[config.mk]
export PLATFORM = sky130hd
export DESIGN_NAME = detector_jogada
export DESIGN_NICKNAME = d
export VERILOG_FILES = /design/src/rtl/detector_jogada.sv
export SDC_FILE = /design/constraint.sdc
export NUM_CORES = 1
export LEC_CHECK = 0
export CORE_UTILIZATION = 54
export CTS_CLUSTER_SIZE = 40
export DETAILED_ROUTE_END_ITERATION = 12
export MAX_ROUTING_LAYER = met4
export PLACE_DENSITY = 0.8
export SYNTH_ARGS = -nofsm -noshare
export SYNTH_HDL_FRONTEND = slang
export SYNTH_SLANG_ARGS = --single-unit
[constraint.sdc]
create_clock -name clock -period 1.8 [get_ports clock]
set_input_delay 0.36 -clock clock [delete_from_list [all_inputs] [get_ports clock]]
set_output_delay 0.36 -clock clock [all_outputs]
set_load 0.05 [all_outputs]
[src/rtl/detector_jogada.sv]
// Input stage of the memory game. It synchronises and debounces the raw keys,
// checks that exactly one key is pressed, and reports each accepted play once
// as a one-cycle jogada_feita strobe together with the registered one-hot code.
module detector_jogada #(
   parameter int N_CHAVES        = 4,
   parameter int DEBOUNCE_CYCLES = 50000,
   parameter int CW              = 16
) (
   input  logic                clock,
   input  logic                reset,
   input  logic [N_CHAVES-1:0] chaves,
   input  logic                habilita,
   input  logic                limpa,
   output logic [N_CHAVES-1:0] jogada,
   output logic                jogada_feita,
   output logic                jogada_invalida,
   output logic [N_CHAVES-1:0] db_chaves_filtradas,
   output logic [3:0]          db_estado
);

   typedef enum logic [3:0] {
      SOLTO         = 4'd0,
      PRESSIONADO   = 4'd1,
      ESPERA_SOLTAR = 4'd2
   } estado_t;

   // Last count value before the filtered bit toggles.
   localparam logic [CW-1:0] CNT_ULTIMO = CW'(DEBOUNCE_CYCLES - 1);

   logic [N_CHAVES-1:0] sync_p0;
   logic [N_CHAVES-1:0] sync_p1;
   logic [N_CHAVES-1:0] filt;
   logic [CW-1:0]       cnt [N_CHAVES];

   estado_t             estado;
   estado_t             estado_next;
   logic [N_CHAVES-1:0] jogada_next;
   logic                feita_next;
   logic                invalida_next;

   // True when exactly one key is set.
   function automatic logic um_so(input logic [N_CHAVES-1:0] v);
      return (v != '0) && ((v & (v - 1'b1)) == '0);
   endfunction

   // Two-flop synchroniser per key.
   always_ff @(posedge clock or negedge reset) begin
      if (!reset) begin
         sync_p0 <= '0;
         sync_p1 <= '0;
      end else begin
         sync_p0 <= chaves;
         sync_p1 <= sync_p0;
      end
   end

   // Per-key debounce: toggle filt after DEBOUNCE_CYCLES consecutive disagreements.
   always_ff @(posedge clock or negedge reset) begin
      if (!reset) begin
         filt <= '0;
         for (int i = 0; i < N_CHAVES; i++) cnt[i] <= '0;
      end else begin
         for (int i = 0; i < N_CHAVES; i++) begin
            if (sync_p1[i] == filt[i]) begin
               cnt[i] <= '0;
            end else if (cnt[i] == CNT_ULTIMO) begin
               filt[i] <= ~filt[i];
               cnt[i]  <= '0;
            end else begin
               cnt[i] <= cnt[i] + CW'(1);
            end
         end
      end
   end

   // Next-state and registered-output logic of the press FSM.
   always_comb begin
      estado_next   = estado;
      jogada_next   = limpa ? '0 : jogada;
      feita_next    = 1'b0;
      invalida_next = 1'b0;
      case (estado)
         SOLTO: begin
            if (filt != '0) begin
               if (um_so(filt)) begin
                  if (habilita) begin
                     // An accepted play overrides a simultaneous limpa.
                     jogada_next = filt;
                     feita_next  = 1'b1;
                     estado_next = PRESSIONADO;
                  end else begin
                     estado_next = ESPERA_SOLTAR;
                  end
               end else begin
                  invalida_next = habilita;
                  estado_next   = ESPERA_SOLTAR;
               end
            end
         end
         PRESSIONADO: begin
            if (filt == '0)       estado_next = SOLTO;
            else if (!um_so(filt)) estado_next = ESPERA_SOLTAR;
         end
         ESPERA_SOLTAR: begin
            if (filt == '0) estado_next = SOLTO;
         end
         default: estado_next = SOLTO;
      endcase
   end

   // State and output registers.
   always_ff @(posedge clock or negedge reset) begin
      if (!reset) begin
         estado          <= SOLTO;
         jogada          <= '0;
         jogada_feita    <= 1'b0;
         jogada_invalida <= 1'b0;
      end else begin
         estado          <= estado_next;
         jogada          <= jogada_next;
         jogada_feita    <= feita_next;
         jogada_invalida <= invalida_next;
      end
   end

   assign db_chaves_filtradas = filt;
   assign db_estado           = estado;

endmodule

==> impl_table.tex <==
\begin{tabular}{lr}
\hline
Metric & Value \\
\hline
\multicolumn{2}{l}{\textbf{Detailed routing}} \\
Iteration-0 DRC count of the detailed router & 176 \\
Detailed-route vias per instance & 5.51 \\
Count of nets left with antenna violations after detail routing & 0 \\
DRC & 0 \\
Wire per inst & between 10 and 15 um \\
Total number of vias & between 2000 and 3000 \\
Total Routed Length & between 7000 and 8000 um \\
Number of iterations in the first detailed-routing pass & 4 \\
\multicolumn{2}{l}{\textbf{Timing}} \\
Timing-limited maximum frequency & 584 MHz \\
Final period util & 95.2\% \\
Final-report setup violation count & 0 \\
Setup repair after global routing missed its margin & false \\
Max-slew violations & 0 \\
Setup Total Neg Slack & 0 ps \\
Hold WS & approximately 360 ps \\
Total count of hold-check failures in the final report & 0 \\
Post-route minimum period & 1710 ps \\
Largest clock skew in the final design & around 11 ps \\
\multicolumn{2}{l}{\textbf{Global route}} \\
Combined global-route utilization of all metal layers & 22.2\% \\
First-pass GRT wire length & between 10000 and 15000 um \\
Initial antenna violation count & 0 \\
Overflow left after global routing & 0 \\
Number of global-route vias before repair & about 2900 \\
Maximum number of pins on one net before global-route repair & 40 \\
\multicolumn{2}{l}{\textbf{Worst hold path}} \\
HP Class & reg2reg \\
Sink of the worst hold path & sync\_p1[0]\$\_DFF\_PN0\_ \\
Hold Crit Start & sync\_p0[0]\$\_DFF\_PN0\_ \\
Hold path depth & 0 \\
\multicolumn{2}{l}{\textbf{Critical path}} \\
Worst r2r path cells & 4 \\
Crit path arrival time & around 2000 ps \\
Ordered list of cells on the worst path & nor4b\_2, nand3\_1, nor4\_2, mux2\_2 \\
Critical Path RT & about 2000 ps \\
Startpoint of the worst-slack reg-to-reg timing path & cnt[44]\$\_DFF\_PN0\_ \\
CP max stage cell & dfrtp\_1 \\
Setup slack on the worst flop-to-flop path & between 80 and 90 ps \\
CP endpoint kind & flip-flop \\
Maximum cell stage delay along the critical path & between 400 and 500 ps \\
Critical path startpoint category & flip-flop \\
Critical path fanouts, max & 4 \\
Path type of the worst setup path & reg2reg \\
Endpoint of the worst register-to-register path & db\_chaves\_filtradas[1]\$\_DFFE\_PN0P\_ \\
\multicolumn{2}{l}{\textbf{Floorplanning}} \\
Area inside the core boundary & around 0.0069 mm\^{}2 \\
Horizontal die dimension & roughly 87 um \\
Die outline area & approximately 0.0077 mm\^{}2 \\
Top Ports & 22 \\
Std cell rows & 30 \\
Vert. Die Dim & around 87 um \\
Initial Utilization & between 50\% and 60\% \\
\multicolumn{2}{l}{\textbf{Run status}} \\
Outcome & complete, no violations \\
\multicolumn{2}{l}{\textbf{Logic synthesis}} \\
Synthesized instance count & roughly 380 \\
Largest cells by area after synthesis & dfrtp\_1 (53\%), xnor2\_1 (10\%), nor2\_1 (7.4\%) \\
Count of state elements after synthesis & 84 \\
Post-synthesis sequential area ratio & between 50\% and 60\% \\
Fraction of registers with async set/reset & 100\% \\
Distinct cell type count of the synthesized netlist & 41 \\
Post-synthesis instance area & approximately 0.004 mm\^{}2 \\
Most common flop cell mapped by yosys & dfrtp\_1 \\
Number of enable flip-flop cells after synthesis & 0 \\
YS warnings & 0 \\
Leading area contributor after synthesis & dfrtp\_1 \\
Mean instance size in the synthesized netlist & a little over 10 um\^{}2 \\
Fraction of post-synthesis cell area in the top cell type by area & between 50 and 60\% \\
\multicolumn{2}{l}{\textbf{Pwr}} \\
Leakage dissipation & 1.95 nW \\
Design Power & about 3.5 mW \\
Power per unit of standard cell area & approximately 760 mW/mm\^{}2 \\
Highest ir drop seen on vdd & around 0.00055 V \\
\multicolumn{2}{l}{\textbf{Layout}} \\
Area occupied by registers & about 0.0021 mm\^{}2 \\
Layout filler cell count & roughly 560 \\
Layout cell share with drive strength beyond 1 & $\sim$14\% \\
Leading cell type in the layout, fill and taps excluded & dfrtp\_1 \\
Top library cells by usage in the layout, fill and taps aside & dfrtp\_1 (82), nor2\_1 (78), xnor2\_1 (45) \\
Final Core Density & approximately 66\% \\
Synth-to-Final Area Change & 15.2\% \\
Area of combinational cells with multiple inputs & around 0.0017 mm\^{}2 \\
Number of non-filler instances in the completed layout & 521 \\
Layout net count & roughly 430 \\
Antenna diode count & 0 \\
\multicolumn{2}{l}{\textbf{Place}} \\
Hpwl dp & a little over 5000 um \\
Quantity of I/O buffers inserted on ports & 19 \\
Placer's final routability congestion estimate & around 0.9 \\
Placed Cells incl. Taps & 504 \\
\multicolumn{2}{l}{\textbf{Clock network}} \\
TritonCTS clock tree & done \\
Number of clock sinks & 84 \\
TritonCTS buffer count & 9 \\
Insertion delay to the later sink of the worst-skew pair & approximately 360 ps \\
Root buffer selected by CTS & clkbuf\_8 \\
Clock slew at reported path FFs & around 80 ps \\
Maximum level of the CTS H-tree & 3 \\
Clk buf depth & 2 \\
\multicolumn{2}{l}{\textbf{Run}} \\
Max capacitance violation total & 0 \\
\hline
\end{tabular}
==> cells by family (layout without fill, tap and decap cells) <==
| group | after synthesis | after routing | synth area share [%] |
|---|---|---|---|
| multiplexers | 4 | 4 | 1.14 |
| other | 1 | 2 | 0.0951 |
| buffers and inverters | 24 | 67 | 2.98 |
| adder cells (fa/ha/maj) | 5 | 5 | 1.52 |
| AO/OA/AOI/OAI | 12 | 12 | 3.43 |
| XOR/XNOR | 61 | 61 | 13.5 |
| flip-flops | 84 | 84 | 53.3 |
| AND/OR/NAND/NOR | 190 | 190 | 24.0 |
==> stage by stage <==
step / worst slack (ps) / cell area, um^2
2_1_floorplan: 0.982 / 3950
3_3_place_gp: 29.6 / 4320
3_5_place_dp: -87.6 / 4320
4_1_cts: 45.1 / 4530
5_1_grt: 18.5 / 4550
6_report: 86.4 / 4550
==> worst max-delay path: cells and delay by family, from the launching register on <==
kind | cells | cell delay, ps
AND/OR/NAND/NOR | 3 | 810
flip-flops | 1 | 430
multiplexers | 1 | 360
==> synthesized netlist by cell type, types with 2 or more instances <==
cell type	instances
dfrtp_1	84
nor4_1	18
nand4b_1	2
or3_1	2
and3_1	6
clkbuf_1	2
nor3_1	12
xor2_1	16
buf_4	2
nor2_1	78
o41ai_4	2
buf_6	2
inv_1	14
a31o_2	2
nor4bb_1	3
o21ai_0	2
and4_1	3
ha_1	4
and2_1	2
mux2_2	4
nand4_1	15
nand2_1	19
xnor2_1	45
buf_2	4
nand3_1	22
==> sequential cells by signal (all words and copies together), names as in the netlist <==
| signal | cells |
|---|---|
| sync_p1 | 4 |
| cnt | 64 |
| jogada_invalida | 1 |
| jogada_feita | 1 |
| db_estado | 2 |
| db_chaves_filtradas | 4 |
| sync_p0 | 4 |
| jogada | 4 |
==> repair_timing <==
action | in CTS | in global routing
hold endpoints to repair | 15 | 0
hold buffers | 1 | 0
endpoints found under the setup margin | 0 | 3
buffers inserted | 0 | 0
resized for setup | 0 | 3
==> power by group <==
| group | switching, mW | leakage [nW] | internal [mW] |
|---|---|---|---|
| sequential | 0.0261 | 1.14 | 1.92 |
| clock | 0.674 | 0.0999 | 0.684 |
| combinational | 0.0968 | 0.707 | 0.0615 |
| total | 0.797 | 1.95 | 2.66 |
==> area by class of cell <==
| type | instances | share of cell area [%] |
|---|---|---|
| Clock buffer | 11 | 3.11 |
| Clock inverter | 5 | 1.32 |
| Inverter | 14 | 1.16 |
| Multi-Input combinational cell | 274 | 38.4 |
| Sequential cell | 84 | 46.3 |
| Tap cell | 96 | 2.64 |
| Timing Repair Buffer | 37 | 7.05 |
==> routing by layer <==
metal	global-route usage [%]	part of all wire, %
met5	-	0
met2	34.9	48
met1	27.4	46
met4	8.35	1.4
met3	6.07	4.9
==> worst max-delay path by stage <==
stage,startpoint,to,cells after the start
floorplan,db_chaves_filtradas[0]$_DFFE_PN0P_,jogada[2]$_DFF_PN0_,5
global placement,habilita,jogada[0]$_DFF_PN0_,6
detailed placement,habilita,jogada[0]$_DFF_PN0_,6
CTS,cnt[44]$_DFF_PN0_,db_chaves_filtradas[1]$_DFFE_PN0P_,4
global route,cnt[16]$_DFF_PN0_,cnt[27]$_DFF_PN0_,5
finish,cnt[44]$_DFF_PN0_,db_chaves_filtradas[1]$_DFFE_PN0P_,4
Note: power is estimated with default switching activity, not from simulation.
